## src/rtl/sample_feeder.sv

```systemverilog
// sample_feeder: FIFO-buffered sample source that streams a gap-free run of
// N_ITER samples to the shift-accumulate core, zero-filling on underrun.
module sample_feeder #(
    parameter int DEPTH  = 16,
    parameter int N_ITER = 99
) (
    input  logic                     clk,
    input  logic                     rst,
    input  logic                     wr_valid,
    input  logic [7:0]               wr_data,
    output logic                     wr_ready,
    input  logic                     start,
    output logic                     en,
    output logic [7:0]               out_data,
    output logic                     busy,
    output logic                     done,
    output logic                     underrun,
    output logic [$clog2(DEPTH):0]   level
);
    localparam int AW = $clog2(DEPTH);
    localparam int LW = AW + 1;
    localparam int BW = $clog2(N_ITER + 1);
    localparam logic [BW-1:0] LAST = BW'(N_ITER);

    typedef enum logic [1:0] {S_IDLE, S_RUN, S_DONE} state_t;

    state_t          state_q, state_d;
    logic [BW-1:0]   beat_q, beat_d;
    logic            en_q, en_d;
    logic [7:0]      out_q, out_d;
    logic            done_q, done_d;
    logic            und_q, und_d;
    logic [LW-1:0]   level_q, level_d;
    logic [AW-1:0]   wr_ptr_q, wr_ptr_d;
    logic [AW-1:0]   rd_ptr_q, rd_ptr_d;
    logic [7:0]      mem [DEPTH];
    logic            empty, load, push, pop;
    logic [7:0]      head;

    assign empty    = level_q == '0;
    assign head     = mem[rd_ptr_q];
    assign wr_ready = level_q < LW'(DEPTH);
    assign push     = wr_valid && wr_ready;

    always_comb begin
        state_d = state_q;
        beat_d  = beat_q;
        done_d  = 1'b0;
        und_d   = und_q;
        load    = 1'b0;
        case (state_q)
            S_IDLE: if (start) begin
                state_d = S_RUN;
                beat_d  = BW'(1);
                load    = 1'b1;
                und_d   = empty;
            end
            S_RUN: if (beat_q < LAST) begin
                load   = 1'b1;
                beat_d = beat_q + BW'(1);
                und_d  = und_q || empty;
            end else begin
                done_d  = 1'b1;
                state_d = S_DONE;
            end
            default: state_d = S_IDLE;
        endcase
        // A beat with an empty FIFO still drives en, but with a zero sample
        pop      = load && !empty;
        en_d     = load;
        out_d    = pop ? head : 8'h00;
        level_d  = level_q + LW'(push) - LW'(pop);
        wr_ptr_d = push ? wr_ptr_q + AW'(1) : wr_ptr_q;
        rd_ptr_d = pop ? rd_ptr_q + AW'(1) : rd_ptr_q;
    end

    always_ff @(posedge clk or posedge rst) begin
        if (rst) begin
            state_q  <= S_IDLE;
            beat_q   <= '0;
            en_q     <= 1'b0;
            out_q    <= '0;
            done_q   <= 1'b0;
            und_q    <= 1'b0;
            level_q  <= '0;
            wr_ptr_q <= '0;
            rd_ptr_q <= '0;
        end else begin
            state_q  <= state_d;
            beat_q   <= beat_d;
            en_q     <= en_d;
            out_q    <= out_d;
            done_q   <= done_d;
            und_q    <= und_d;
            level_q  <= level_d;
            wr_ptr_q <= wr_ptr_d;
            rd_ptr_q <= rd_ptr_d;
        end
    end

    always_ff @(posedge clk) begin
        if (push) mem[wr_ptr_q] <= wr_data;
    end

    assign en       = en_q;
    assign busy     = en_q;
    assign out_data = out_q;
    assign done     = done_q;
    assign underrun = und_q;
    assign level    = level_q;
endmodule
```

## config.mk

```make
export PLATFORM = sky130hd
export DESIGN_NAME = sample_feeder
export DESIGN_NICKNAME = d
export VERILOG_FILES = /design/src/rtl/sample_feeder.sv
export SDC_FILE = /design/constraint.sdc
export NUM_CORES = 1
export LEC_CHECK = 0
export ABC_AREA = 1
export BUFFER_PORTS_ARGS = -buffer_cell sky130_fd_sc_hd__buf_2
export CAP_MARGIN = 10
export CORE_MARGIN = 8
export CORE_UTILIZATION = 35
export CTS_CLUSTER_DIAMETER = 120
export DETAILED_ROUTE_END_ITERATION = 12
export PLACE_DENSITY = 0.47
export SKIP_CTS_REPAIR_TIMING = 1
export SYNTH_ARGS = -nofsm -noshare
export SYNTH_HDL_FRONTEND = slang
export SYNTH_SLANG_ARGS = --single-unit
export TNS_END_PERCENT = 1
```

## constraint.sdc

```tcl
create_clock -name clk -period 3.2 [get_ports clk]
set_clock_uncertainty 0.1 [all_clocks]
set_input_delay 0.48 -clock clk [delete_from_list [all_inputs] [get_ports clk]]
set_output_delay 0.48 -clock clk [all_outputs]
set_load 0.02 [all_outputs]
```

==> results of run 1 <==
-- Yosys cell counts, drive strengths merged --
| cell | count | area, sq um |
|---|---|---|
| xor2 | 10 | 87.6 |
| nor3b | 1 | 7.51 |
| clkbuf | 2 | 7.51 |
| nand4 | 1 | 6.26 |
| buf | 26 | 199 |
| nor2 | 37 | 139 |
| fa | 1 | 20.0 |
| inv | 28 | 105 |
| edfxtp | 128 | 3840 |
| a21oi | 3 | 15.0 |
| nand2 | 178 | 693 |
| o21a | 1 | 7.51 |
| ha | 12 | 150 |
| xnor2 | 2 | 17.5 |
| dfrtp | 33 | 826 |
| nand3 | 122 | 611 |
| o21ai | 5 | 25.0 |
-- cell families (layout without fill, tap and decap cells) --
| logic type | after synthesis | after routing | synth area share |
|---|---|---|---|
| and+or+nand+nor | 339 | 339 | 0.215 |
| DFF | 161 | 161 | 0.691 |
| AOI/OAI and AO/OA | 9 | 9 | 0.00703 |
| adders and majority gates | 13 | 13 | 0.0252 |
| buffers and inverters | 56 | 95 | 0.0461 |
| xor gates and xnor gates | 12 | 12 | 0.0155 |
-- worst max-delay path: cells and delay by family (launching register included) --
family | cells | cell delay, ns
compound gates | 2 | 0.29
buf+inv | 4 | 0.25
flops | 1 | 0.40
fa+ha+maj | 4 | 0.95
xor+xnor | 1 | 0.14
simple gates | 2 | 0.50
-- per-stage QoR --
| step | worst slack (ns) | hold WS, ns |
|---|---|---|
| after floorplan | 0.552 | 0.364 |
| after global placement | 0.556 | 0.381 |
| after detailed placement | 0.441 | 0.389 |
| after CTS | 0.430 | 0.0489 |
| after global routing | 0.263 | 0.0743 |
| final | 0.453 | 0.0590 |
-- cell type report --
cell class,count,area [sq um]
tap,265,332
multi-input combinational,373,1780
clock inverter,14,225
clock buffer,18,429
inverter,28,105
timing repair buffer,35,203
sequential,161,4670
fill,1849,11500
-- worst max-delay path by stage --
stage,start,cells after the start,slack [ns],endpoint
3_5_place_dp,level[3],13,0.44,level[4]
2_1_floorplan,level[3],14,0.55,level[4]
4_1_cts,level[3],13,0.43,level[4]
5_1_grt,level[3],13,0.26,level[4]
3_3_place_gp,level[3],13,0.56,level[4]
6_report,level[3],13,0.45,level[4]
-- registers in the layout, summed over array words and instances, names as in the netlist --
name / flops
state_q: 2
busy: 1
wr_ptr_q: 4
done: 1
level: 5
out_data: 8
rd_ptr_q: 4
underrun: 1
beat_q: 7
mem: 128
-- cell usage in the layout, fill, tap and decap left out, types with 5 or more instances in the layout --
master     instances
buf_2             29
buf_4              5
bufinv_16          5
clkbuf_16         17
dfrtp_1           32
edfxtp_1         128
ha_1              12
inv_1             19
inv_2              9
nand2_1          174
nand3_1          122
nor2_1            37
xor2_1            10
-- layer usage --
metal	up-vias	GRT usage	wire length (um)	part of all wire
li1	2058	-	-	-
met1	2129	0.176	7320	0.47
met2	62	0.232	7860	0.50
met3	6	0.0280	385	0.025
met4	0	0.0551	106	0.0068
met5	-	0	0	0
-- power by group through the flow --
| stage | clock network, mW | registers (mW) | logic (mW) |
|---|---|---|---|
| 4_1_cts | 2.29 | 2.66 | 2.32 |
| 2_1_floorplan | 0 | 2.76 | 1.58 |
| 6_report | 2.25 | 2.66 | 2.27 |
| 3_5_place_dp | 0 | 2.70 | 2.31 |
| 3_3_place_gp | 0 | 2.70 | 2.29 |
| 5_1_grt | 2.38 | 2.69 | 2.57 |
==> results.yml, run 1 <==
worst_hold_path:
  hold_class: "in -> async"
placed_design:
  place_congestion: 0.741
  hpwl_um: 9550
  placed_cells: 862
  io_buffers: 29
  placed_area_sq_um: 7090
clocking:
  htreeDepth: 4
  cts.sinks: 161
  clk_latency_ns: 0.42
  root_buffer: "clkbuf_16"
  cts.clk_slew.worst_paths_ns: 0.07
  cts_buffers: 17
  cts_tree: "built"
  clockBufferDepth: 2
sta:
  final.setup.tns_ns: 0
  setup_viol: 0
  tightest_slew_ns: 0.881
  fin_crit_ns: 2.75
  slew_violations: 0
  period_share: 0.858
  slew_headroom: 0.410
  rsz0062_at_grt: "false"
  fmax_mhz: 364
  finalHoldViolations: 0
logic_synthesis:
  syn_inst: 590
  syn_nets: 615
  synth-seq-cells: 161
  ys_types: 24
  synth_seq_area_share: 0.691
  syn_area_per_cell_sq_um: 11.5
  ys_warn_count: 0
  syn_area_sq_um: 6760
power_and_ir_drop:
  cellPowerDensity_nw_per_um2: 927
  p_int_mw: 4.60
  total_power_mw: 7.18
  ir_drop_mv: 0.389
  p_sw_frac: 0.359
  p_clk_frac: 0.313
  power.switching_mw: 2.58
  p_comb_frac: 0.316
  p_leak_nw: 2.99
  pwr-share-seq: 0.370
worst_setup_path:
  reg2reg_depth: 13
  worst_setup_path_start_kind: "flip-flop"
  critical_path_required_ns: 3.40
  crit_path_max_incr_delay_ns: 0.40
  r2r-end: "level[4]"
  cp_slowest_cell: "dfrtp_1"
  r2r_start: "level[3]"
  r2r_slack_ns: 0.45
  endpoint_kind: "flip-flop"
  path_class: "reg -> reg"
  crit_chain: "inv_1 -> ha_1 -> nand3_1 -> nand2_4 -> inv_2 -> ha_1 -> inv_1 -> ha_1 -> inv_1 -> fa_1 -> o21ai_0 -> a21oi_1 -> xor2_1"
  crit_path_max_fanout: 13
  arrival_ns: 2.95
detailed_routing:
  vias_per_cell: 4.76
  wl_per_cell_um: 17.5
  vias: 4255
  drt_pre_antenna_iters: 4
  ant_nets: 0
  drt-initial-drc-count: 172
  drc: 0
  wirelength_um: 15700
flow_run:
  cap_violations: 0
floorplan:
  core_area_sq_um: 19200
  start_util: 0.352
  die-width_um: 155
  io_pins: 30
  dieArea_sq_um: 24000
  die_y_um: 155
  std_cell_rows: 51
finish:
  syn2layout_area_growth_pct: 14.5
  nets: 641
  fin_area_sq_um: 7740
  drive_above_1_share: 0.126
  final_util: 0.403
  final_cells: 894
  num_antenna_cells: 0
status:
  outcome: "complete, no violations"
grt:
  grt_usage: 0.140
  grt_pass1_vias: 4279
  antenna_found_initial: 0
  grt_max_degree: 68
  gr-total-overflow: 0
  grt_pass1_wl_um: 25000
Note: power is estimated with default switching activity, not from simulation.
==> run 2, diff against run 1 <==
--- a/config.mk
+++ b/config.mk
@@ -7,7 +7,7 @@
 export LEC_CHECK = 0
 export ABC_AREA = 1
 export BUFFER_PORTS_ARGS = -buffer_cell sky130_fd_sc_hd__buf_2
-export CAP_MARGIN = 10
+export CAP_MARGIN = 20
 export CORE_MARGIN = 8
 export CORE_UTILIZATION = 35
 export CTS_CLUSTER_DIAMETER = 120
==> constraint.sdc (replaced) <==
create_clock -name clk -period 2.95 [get_ports clk]
set_clock_uncertainty 0.1 [all_clocks]
set_input_delay 0.4425 -clock clk [delete_from_list [all_inputs] [get_ports clk]]
set_output_delay 0.4425 -clock clk [all_outputs]
set_load 0.02 [all_outputs]
==> run 2 against run 1 <==
Power is 4.9% higher. Sequential power is 9.4% higher. Via count is 1.2% lower. Critical path type unchanged.
==> results.yml, run 2 (same netlist as run 1, synthesis figures left out) <==
sta:
  slew_headroom: 0.458
  rsz0062_at_grt: "false"
  setup_viol: 0
  finalHoldViolations: 0
  final.setup.tns_ns: 0
  tightest_slew_ns: 0.810
  slew_violations: 0
  period_share: 0.923
  fmax_mhz: 367
  holdWs_ns: 0.0210
  fin_crit_ns: 2.72
clocking:
  cts.clk_slew.worst_paths_ns: 0.06
  root_buffer: "clkbuf_16"
  cts_tree: "built"
  cts.sinks: 161
  htreeDepth: 4
  clockBufferDepth: 2
  cts_buffers: 17
  clk_latency_ns: 0.42
finish:
  fill_cells: 1842
  syn2layout_area_growth_pct: 14.8
  largest_reg_flops: 128
  final_util: 0.404
  regMostFlops: "mem"
  final_common_cell: "nand2_1"
  nets: 653
  num_antenna_cells: 0
  drive_above_1_share: 0.139
  layout_common_cells: "nand2_1, edfxtp_1, nand3_1"
placed_design:
  io_buffers: 29
  place_congestion: 0.762
  hpwl_um: 9580
detailed_routing:
  drc: 0
  drt-initial-drc-count: 332
  drt_pre_antenna_iters: 4
  vias: 4206
  vias_per_cell: 4.64
  wl_per_cell_um: 17.0
  ant_nets: 0
  wirelength_um: 15400
floorplan:
  std_cell_rows: 51
  core_area_sq_um: 19200
  die-width_um: 155
  start_util: 0.352
  io_pins: 30
  dieArea_sq_um: 24000
  die_y_um: 155
worst_setup_path:
  critical_path_required_ns: 3.14
  crit_top_cell: "nand2_4"
  endpoint_kind: "flip-flop"
  cp_slowest_cell: "dfrtp_1"
  reg2reg_depth: 15
  r2r_start: "beat_q[2]"
  endpoint: "level[4]"
  startpoint: "beat_q[2]"
  crit_path_max_fanout: 14
  crit_chain: "nor2_1 -> nand3_1 -> nand2_2 -> nand2_4 -> nand2_4 -> nand2_4 -> inv_2 -> ha_1 -> inv_1 -> ha_1 -> inv_1 -> fa_1 -> o21ai_0 -> a21oi_1 -> xor2_1"
  r2r_slack_ns: 0.23
  crit_path_max_incr_delay_ns: 0.42
  worst_setup_path_start_kind: "flip-flop"
  path_class: "reg -> reg"
  r2r-end: "level[4]"
  arrival_ns: 2.92
grt:
  grt_pass1_vias: 4420
  gr-total-overflow: 0
  grt_pass1_wl_um: 25000
  antenna_found_initial: 0
  grt_usage: 0.138
  grt_max_degree: 36
flow_run:
  cap_violations: 0
power_and_ir_drop:
  p_leak_nw: 3.02
  cellPowerDensity_nw_per_um2: 970
  ir_drop_mv: 0.455
status:
  outcome: "complete, no violations"
worst_hold_path:
  hold_class: "in -> async"
==> run 2: changes by cell type in the layout (fill, tap and decap cells not counted), sizes merged <==
cell / delta
clkinv: +4
buf: +12
inv: -3
clkbuf: +1
bufinv: -2
==> run 2: worst min-delay path by stage <==
stage                          from   endpoint  slack [ns]  cells after the start
final                           rst   level[4]        0.02                      3
after global routing            rst   level[4]        0.05                      3
after CTS                       rst   level[4]        0.01                      3
after detailed placement  beat_q[6]  beat_q[6]        0.39                      1
after global placement    beat_q[6]  beat_q[6]        0.38                      1
after floorplan           beat_q[6]  beat_q[6]        0.36                      1
==> run 2: report_power, final <==
part	switching [mW]	internal (mW)
clock	0.871	1.33
sequential	0.183	2.73
combinational	1.67	0.739
total	2.72	4.80
==> run 2: final cells by class <==
class,instances,area [sq um],area share
Clock buffer,19,433,0.0558
Clock inverter,13,160,0.0206
Timing Repair Buffer,47,280,0.0361
Tap cell,265,332,0.0427
Sequential cell,161,4670,0.602
Inverter,28,105,0.0135
Multi-Input combinational cell,373,1780,0.229
==> run 2: worst max-delay path, delay by kind of cell, from the launching register on <==
kind / cells / cell delay, ns
compound gates: 2 / 0.29
xor+xnor: 1 / 0.14
fa+ha+maj: 3 / 0.75
buf+inv: 3 / 0.18
flops: 1 / 0.42
simple gates: 6 / 0.70
==> run 2: through the flow <==
stage	setup WS [ns]	cells	cell area, sq um	power, mW
final	0.227	906	7760	7.52
after CTS	0.195	906	7760	7.65
after detailed placement	0.209	874	7170	5.43
after global routing	0.0272	906	7760	8.06
after floorplan	0.302	590	6760	4.71
after global placement	0.301	874	7170	5.40
==> run 2: layer usage <==
metal | vias up | global-route usage | wire (um)
li1 | 2082 | - | -
met1 | 2032 | 0.176 | 6860
met2 | 80 | 0.228 | 7580
met3 | 12 | 0.0316 | 754
met4 | 0 | 0.0481 | 211
met5 | - | 0 | 0
